File: src/rtl/inert_seq.sv
// ---------------------------------------------------------------------------
// inert_seq
//  Transaction sequencer for the gyro SPI link. After reset it waits out the
//  sensor power-up time, writes three configuration registers, then loops:
//  wait for the sensor data-ready interrupt, read the yaw low and high bytes,
//  and present the assembled 16-bit yaw with a one-cycle valid pulse.
//
//  Parameters
//   PWRUP_W  width of the power-up wait counter (wait = 2**PWRUP_W cycles)
//   TO_W     width of the per-transaction timeout counter (2**TO_W cycles)
//
//  Ports
//   clk       in   1   system clock, rising edge
//   rst       in   1   asynchronous active-high reset
//   INT       in   1   sensor data-ready, asynchronous (synchronised here)
//   spi_done  in   1   SPI monarch done level
//   spi_rd    in   16  SPI monarch read data; [7:0] is the register value
//   spi_wrt   out  1   one-cycle pulse starting an SPI transaction
//   spi_cmd   out  16  {cmd/addr byte, data byte}, held until done rises
//   yaw       out  16  last assembled yaw {high, low}
//   vld       out  1   one-cycle pulse when yaw updates
//   err       out  1   sticky transaction-timeout flag
// ---------------------------------------------------------------------------
module inert_seq #(
    parameter int PWRUP_W = 16,
    parameter int TO_W    = 10
) (
    input  logic        clk,
    input  logic        rst,
    input  logic        INT,
    input  logic        spi_done,
    input  logic [15:0] spi_rd,
    output logic        spi_wrt,
    output logic [15:0] spi_cmd,
    output logic [15:0] yaw,
    output logic        vld,
    output logic        err
);

    typedef enum logic [2:0] {
        PWRUP,
        CFG,
        CFG_W,
        INT_W,
        RDL,
        RDL_W,
        RDH,
        RDH_W
    } state_t;

    localparam logic [15:0] CMD_RD_YAW_L = 16'hA600;
    localparam logic [15:0] CMD_RD_YAW_H = 16'hA700;

    state_t             state_q, state_d;
    logic [PWRUP_W-1:0] pwr_cnt_q, pwr_cnt_d;
    logic [TO_W-1:0]    to_cnt_q, to_cnt_d;
    logic [1:0]         idx_q, idx_d;
    logic [7:0]         low_byte_q, low_byte_d;
    logic [15:0]        yaw_q, yaw_d;
    logic [15:0]        spi_cmd_q, spi_cmd_d;
    logic               spi_wrt_q, spi_wrt_d;
    logic               vld_q, vld_d;
    logic               err_q, err_d;
    logic               int_ff1_q, int_ff2_q;
    logic               done_ff_q;

    logic               done_rise;
    logic               in_wait;
    logic               timeout;

    // Configuration writes issued in order after power-up.
    function automatic logic [15:0] cfg_entry(input logic [1:0] i);
        case (i)
            2'd0:    return 16'h0D02;  // INT on gyro data-ready
            2'd1:    return 16'h1160;  // gyro 416 Hz
            default: return 16'h1440;  // rounding
        endcase
    endfunction

    // Only a rising edge of done completes a transfer, so a done level left
    // high by the previous transfer is never mistaken for completion.
    assign done_rise = spi_done & ~done_ff_q;
    assign in_wait   = (state_q == CFG_W) || (state_q == RDL_W) || (state_q == RDH_W);
    assign timeout   = in_wait && (&to_cnt_q);

    // State register plus all registered datapath and outputs.
    always_ff @(posedge clk or posedge rst) begin
        if (rst) begin
            state_q    <= PWRUP;
            pwr_cnt_q  <= '0;
            to_cnt_q   <= '0;
            idx_q      <= 2'd0;
            low_byte_q <= 8'h00;
            yaw_q      <= 16'h0000;
            spi_cmd_q  <= 16'h0000;
            spi_wrt_q  <= 1'b0;
            vld_q      <= 1'b0;
            err_q      <= 1'b0;
            int_ff1_q  <= 1'b0;
            int_ff2_q  <= 1'b0;
            done_ff_q  <= 1'b0;
        end else begin
            state_q    <= state_d;
            pwr_cnt_q  <= pwr_cnt_d;
            to_cnt_q   <= to_cnt_d;
            idx_q      <= idx_d;
            low_byte_q <= low_byte_d;
            yaw_q      <= yaw_d;
            spi_cmd_q  <= spi_cmd_d;
            spi_wrt_q  <= spi_wrt_d;
            vld_q      <= vld_d;
            err_q      <= err_d;
            int_ff1_q  <= INT;
            int_ff2_q  <= int_ff1_q;
            done_ff_q  <= spi_done;
        end
    end

    // Next-state and datapath logic. A done rise wins over a timeout that
    // expires in the same cycle.
    always_comb begin
        state_d    = state_q;
        pwr_cnt_d  = pwr_cnt_q;
        idx_d      = idx_q;
        low_byte_d = low_byte_q;
        yaw_d      = yaw_q;
        vld_d      = 1'b0;
        err_d      = err_q;
        to_cnt_d   = to_cnt_q;

        // The timeout window restarts with every transaction launch.
        if (spi_wrt_q) begin
            to_cnt_d = '0;
        end else if (in_wait) begin
            to_cnt_d = to_cnt_q + TO_W'(1);
        end

        case (state_q)
            PWRUP: begin
                if (&pwr_cnt_q) begin
                    state_d = CFG;
                    idx_d   = 2'd0;
                end else begin
                    pwr_cnt_d = pwr_cnt_q + PWRUP_W'(1);
                end
            end
            CFG: state_d = CFG_W;
            CFG_W: begin
                if (done_rise) begin
                    if (idx_q == 2'd2) begin
                        state_d = INT_W;
                    end else begin
                        idx_d   = idx_q + 2'd1;
                        state_d = CFG;
                    end
                end else if (timeout) begin
                    // Remaining configuration writes are abandoned.
                    err_d   = 1'b1;
                    state_d = INT_W;
                end
            end
            INT_W: begin
                if (int_ff2_q) begin
                    state_d = RDL;
                end
            end
            RDL: state_d = RDL_W;
            RDL_W: begin
                if (done_rise) begin
                    low_byte_d = spi_rd[7:0];
                    state_d    = RDH;
                end else if (timeout) begin
                    err_d   = 1'b1;
                    state_d = INT_W;
                end
            end
            RDH: state_d = RDH_W;
            RDH_W: begin
                if (done_rise) begin
                    yaw_d   = {spi_rd[7:0], low_byte_q};
                    vld_d   = 1'b1;
                    state_d = INT_W;
                end else if (timeout) begin
                    err_d   = 1'b1;
                    state_d = INT_W;
                end
            end
            default: state_d = PWRUP;
        endcase
    end

    // Output logic: launch states are decoded from the next state so that
    // the command and the write strobe register on the same edge that enters
    // the launch state. The command then holds through the wait state.
    always_comb begin
        spi_wrt_d = 1'b0;
        spi_cmd_d = spi_cmd_q;
        case (state_d)
            CFG: begin
                spi_wrt_d = 1'b1;
                spi_cmd_d = cfg_entry(idx_d);
            end
            RDL: begin
                spi_wrt_d = 1'b1;
                spi_cmd_d = CMD_RD_YAW_L;
            end
            RDH: begin
                spi_wrt_d = 1'b1;
                spi_cmd_d = CMD_RD_YAW_H;
            end
            default: begin
                spi_wrt_d = 1'b0;
                spi_cmd_d = spi_cmd_q;
            end
        endcase
    end

    assign spi_wrt = spi_wrt_q;
    assign spi_cmd = spi_cmd_q;
    assign yaw     = yaw_q;
    assign vld     = vld_q;
    assign err     = err_q;

endmodule

File: config.mk
export PLATFORM = sky130hd
export DESIGN_NAME = inert_seq
export DESIGN_NICKNAME = d
export VERILOG_FILES = /design/src/rtl/inert_seq.sv
export SDC_FILE = /design/constraint.sdc
export NUM_CORES = 1
export LEC_CHECK = 0
export ABC_AREA = 1
export CORE_UTILIZATION = 55
export CTS_BUF_LIST = sky130_fd_sc_hd__clkbuf_4
export CTS_CLUSTER_SIZE = 14
export DETAILED_ROUTE_END_ITERATION = 12
export GPL_ROUTABILITY_DRIVEN = 0
export GPL_TIMING_DRIVEN = 0
export PLACE_DENSITY = 0.83
export SYNTH_ARGS = -nofsm -noshare
export SYNTH_HDL_FRONTEND = slang
export SYNTH_SLANG_ARGS = --single-unit
File: constraint.sdc
create_clock -name clk -period 5.4 [get_ports clk]
set_input_delay 1.08 -clock clk [delete_from_list [all_inputs] [get_ports clk]]
set_output_delay 1.08 -clock clk [all_outputs]
set_load 0.05 [all_outputs]
### Word level (Yosys, flattened, before mapping)

Cells that the tools add are included.

| storage, ports and cells | value |
|---|---|
| bits in registers | 77 |
| input port bits | 20 |
| logic and storage cells | 66 |

| operators by class | value |
|---|---|
| add/sub/neg operators | 3 |
| equality and inequality tests | 12 |
| muxes and demuxes | 19 |
| bitwise gates (word level) | 4 |
| reduce and logical (&&, ||, !) cells | 15 |

Operator list:

| cell | number |
|---|---|
| one-hot mux 16 bit (3 select lines) | 1 |
| one-hot mux 13 bit (2 select lines) | 1 |
| one-hot mux 3 bit (8 select lines) | 1 |
| two-way mux 10 bit | 2 |
| equality test 3 bit (second input constant) | 6 |
| two-way mux 3 bit | 6 |
| adder 16 x 1 -> 16 bit (second input constant) | 1 |
| AND reduction 16 bit | 1 |
| adder 10 x 1 -> 10 bit (second input constant) | 1 |
| AND reduction 10 bit | 1 |
| two-way mux 2 bit | 4 |
| equality test 3 x 1 -> 1 bit (second input constant) | 2 |
| equality test 3 x 2 -> 1 bit (second input constant) | 2 |
| AND reduction 2 bit | 3 |
| OR reduction 3 bit | 2 |
| one-hot mux 2 bit (2 select lines) | 1 |
| logical NOT 3 bit | 1 |
| two-way mux 1 bit | 3 |
| NOT 1 bit | 3 |
| AND reduction 3 bit | 1 |
| nonzero test 3 bit | 1 |
| adder 2 x 1 -> 2 bit (second input constant) | 1 |
| equality test 2 x 1 -> 1 bit (second input constant) | 1 |
| equality test 2 bit (second input constant) | 1 |
| other kinds (5) | 6 |

### Logic depth before layout (Yosys ltp)

| logic depth | value |
|---|---|
| depth in word-level cells | 10 |
| depth in mapped cells | 14 |

### Worst setup path after synthesis

OpenSTA, ideal clock, no wires.

| timing | value |
|---|---|
| kind | input-to-reg |
| start | in spi_done |
| end | reg yaw_q[0] (netlist: yaw[0]) |
| library setup time | 0.125 ns |
| data arrival time | 2.186 ns |
| data required time | 5.275 ns |
| path slack | 3.089 ns |
| stages | 6 |
| path buffers | 1 |
| cell sequence | inv_1 nor2_1 inv_2 nor2_2 buf_2 mux2_2 |

| on the way | value |
|---|---|
| longest elaborated chain between the ends | 2 |

Ends and longest elaborated chain:

| element | line | RTL |
|---|---|---|
| from (decl) | 31 | `input logic spi_done,` |
| bitwise AND 1 bit | 82 | `assign done_rise = spi_done & ~done_ff_q;` |
| AND reduction 2 bit (no line) | -- |  |
| to (signal assigned) | 108 | `yaw_q <= yaw_d;` |
| to (decl) | 59 | `logic [15:0] yaw_q, yaw_d;` |

No other way between the ends.
A chain may end at the register's enable or synchronous reset.

### Final worst setup path

| timing | value |
|---|---|
| start | reg spi_cmd_q[12] (netlist: spi_cmd[12]) |
| end | out spi_cmd[12] |

RTL lines:

| element | line | RTL |
|---|---|---|
| from (decl) | 60 | `logic [15:0] spi_cmd_q, spi_cmd_d;` |
| from (signal assigned) | 109 | `spi_cmd_q <= spi_cmd_d;` |
| to (decl) | 34 | `output logic [15:0] spi_cmd,` |

No word-level cell between the ends.

==> qor.yml <==
grt_pass1_wl_mm: 10.2
power_density_nw_per_um2: 592
max_slew_margin_pct: 62.7
fmax_mhz: 358
htreeDepth: 3
cts.clk_slew.worst_paths_ns: 0.11
cts.repair.resized: 0
clock_latency_ns: 0.41
synth_compound_area_share_pct: 7.36
critPathLaunch: "spi_cmd[12]$_DFFE_PP0P_"
die_h_um: 77.8
wl_mm: 5.70
period_share_pct: 51.7
min_from: "int_ff1_q$_DFF_PP0_"
slew_violations: 0
grt_pass1_vias: 2421
status: "complete, no violations"
cts-root-buf: "clkbuf_4"
area_delta_synth_final_pct: 21.2
min_period_ns: 2.79
core_um2: 5510
synth-xor-area-share_pct: 4.16
dp_hpwl_mm: 4.22
met3_length_um: 271
postSynthRegisterBits: 67
postSynthCellCount: 341
slowest_delay_ns: 0.79
ys_seq_area_share_pct: 53.0
pin_count: 55
cts_buffers: 9
dr_wl_met2_mm: 2.73
crit_chain: "buf_4 > clkdlybuf4s50_1"
topRoutingLayerUsed: "met4"
synth_top_family_by_area: "simple AND/OR/NAND/NOR gates"
drtIter0Drc: 157
wl_met1_mm: 2.57
grt_max_degree: 43
rsz0062_at_grt: "false"
totalNegativeSetupSlack_ns: 0
synth_area_per_cell_um2: 9.27
remaining_drc_errors: 0
synth_area_um2: 3160
grt_overflow: 0
routedWlPerCell_um: 12.0
die_w_um: 77.8
vias_per_cell: 5.03
finalNetCount: 422
synthDistinctLibCells: 34
ir_drop_v: 0.000427
cts_sinks: 67
diodes: 0
cts_tree: "done"
critPathBufInv: 2
clk_path_buf_depth: 2
cpLargestDelayFamily: "buffers and inverters"
finalSetupViolations: 0
worst_pin_slew_ns: 0.558
leakage_nw: 1.89
firstDrtPassIters: 4
crit_required_ns: 4.32
hp-class: "reg2reg"
r2r-start: "done_ff_q$_DFF_PP0_"
cts_setup_buffers: 0
synth_fa_ha_area_share_pct: 1.58
critPathKind: "reg2out"
drv_cap: 0
die_area_um2: 6050
crit_path_start_kind: "register"
antenna_found_initial: 0
start_util_pct: 57.4
arrival_ns: 1.71
final_layout_size_suffix_gt1_share_pct: 17.1
nFillCells: 423
vias: 2387
ctsHoldBuffers: 0
endpoint_kind: "output port"
hold_viol: 0
final_common_cell: "nand2_1"
rows: 27
synthSimpleGateAreaFrac_pct: 22.0
synth_warnings: 0
finClkSkew_ns: 0.00677
final_cell_mix: "nand2_1 (69), dfrtp_1 (67), clkdlybuf4s50_1 (40), inv_1 (33), nor2_1 (26)"
grt_use_total_pct: 21.8
muxShareOfSynthArea_pct: 2.85
portBuffers: 40
antenna_left: 0
cp_slowest_cell: "clkdlybuf4s50_1"
critical_path.max_fanout: 3
finish.utilization_pct: 69.6
worst register-to-register path, cell delays in order (launching register included):
cell     delay [ns]
dfrtp_1        0.38
nor2_1         0.24
inv_2          0.14
nor2_2         0.30
buf_2          0.31
mux2_2         0.37
power breakdown:
| part | leakage (nW) | internal (mW) | switching (mW) | total, mW |
|---|---|---|---|---|
| logic | 0.942 | 0.403 | 0.766 | 1.17 |
| registers | 0.869 | 0.663 | 0.108 | 0.772 |
| clock network | 0.0768 | 0.147 | 0.182 | 0.329 |
| total | 1.89 | 1.21 | 1.06 | 2.27 |
sequential cells by signal, summed over array words and instances, names as in the netlist:
name	count
pwr_cnt_q	16
yaw	16
to_cnt_q	10
low_byte_q	8
spi_cmd	6
state_q	3
idx_q	2
done_ff_q	1
err	1
int_ff1_q	1
int_ff2_q	1
spi_wrt	1
vld	1
area by class of cell:
type | instances | area, um2 | area share [%]
multi-input combinational | 220 | 1220 | 31.9
sequential | 67 | 1680 | 43.8
clock buffer | 10 | 75.1 | 1.96
buffer | 16 | 119 | 3.10
clock inverter | 6 | 65.1 | 1.70
tap | 72 | 90.1 | 2.35
timing repair buffer | 41 | 420 | 11.0
inverter | 43 | 161 | 4.21
cells in the mapped netlist:
cell type	instances	area [um2]
o211ai_1	2	15.0
clkbuf_1	1	3.75
xor2_1	7	61.3
a21boi_1	1	7.51
nand2_2	2	12.5
or2_2	1	6.26
nand2_1	69	259
dfrtp_1	67	1680
inv_1	34	128
ha_1	4	50.1
nor3b_1	1	7.51
clkinv_1	2	7.51
buf_6	2	22.5
o21ai_0	16	80.1
nand4_1	9	56.3
nor3_1	2	10.0
nand3_1	17	85.1
nor3_2	4	40.0
buf_4	11	82.6
nor2_2	6	37.5
nand2_4	2	22.5
a31oi_1	3	18.8
xnor2_1	8	70.1
nor2_1	26	97.6
mux2_2	8	90.1
buf_2	2	10.0
nand3_2	1	10.0
o21ai_1	3	15.0
inv_2	7	26.3
or2_1	1	6.26
a21oi_1	16	80.1
nor2_4	4	45.0
conb_1	1	3.75
a21oi_4	1	16.3
metrics by stage:
step	hold slack, ns	power, mW	instances	setup slack (ns)	instance area [um2]
floorplan	0.331	1.62	346	2.64	3180
finish	0.374	2.27	475	2.61	3830
detailed placement	0.353	1.95	459	2.31	3690
global placement	0.335	1.91	458	1.56	3670
global route	0.385	2.42	475	2.54	3830
CTS	0.380	2.28	475	2.57	3830
routing by layer:
| layer | global-route usage (%) | vias up |
|---|---|---|
| met1 | 26.1 | 1115 |
| met3 | 5.53 | 16 |
| met5 | 0 | - |
| met4 | 11.9 | 0 |
| met2 | 36.1 | 56 |
| li1 | - | 1200 |
logic make-up after synthesis:
| kind of cell | after synthesis |
|---|---|
| fa+ha+maj | 4 |
| buf+inv | 59 |
| compound gates | 42 |
| flops | 67 |
| other cells | 1 |
| xor+xnor | 15 |
| mux | 8 |
| simple gates | 145 |
path summary, 6_finish.rpt:
kind | endpoint | slack [ns] | depth (start not counted)
setup / recovery | spi_cmd[12] | 2.61 | 2
hold / removal | int_ff2_q$_DFF_PP0_ | 0.37 | 0
setup reg to reg | yaw[2]$_DFFE_PP0P_ | 3.56 | 5
hold reg to reg | int_ff2_q$_DFF_PP0_ | 0.37 | 0
max in group asynchronous | to_cnt_q[5]$_DFFE_PP0P_ | 3.77 | 3
min in group asynchronous | pwr_cnt_q[12]$_DFFE_PP0P_ | 1.02 | 2
No activity file was read; power rests on OpenSTA's default activity.
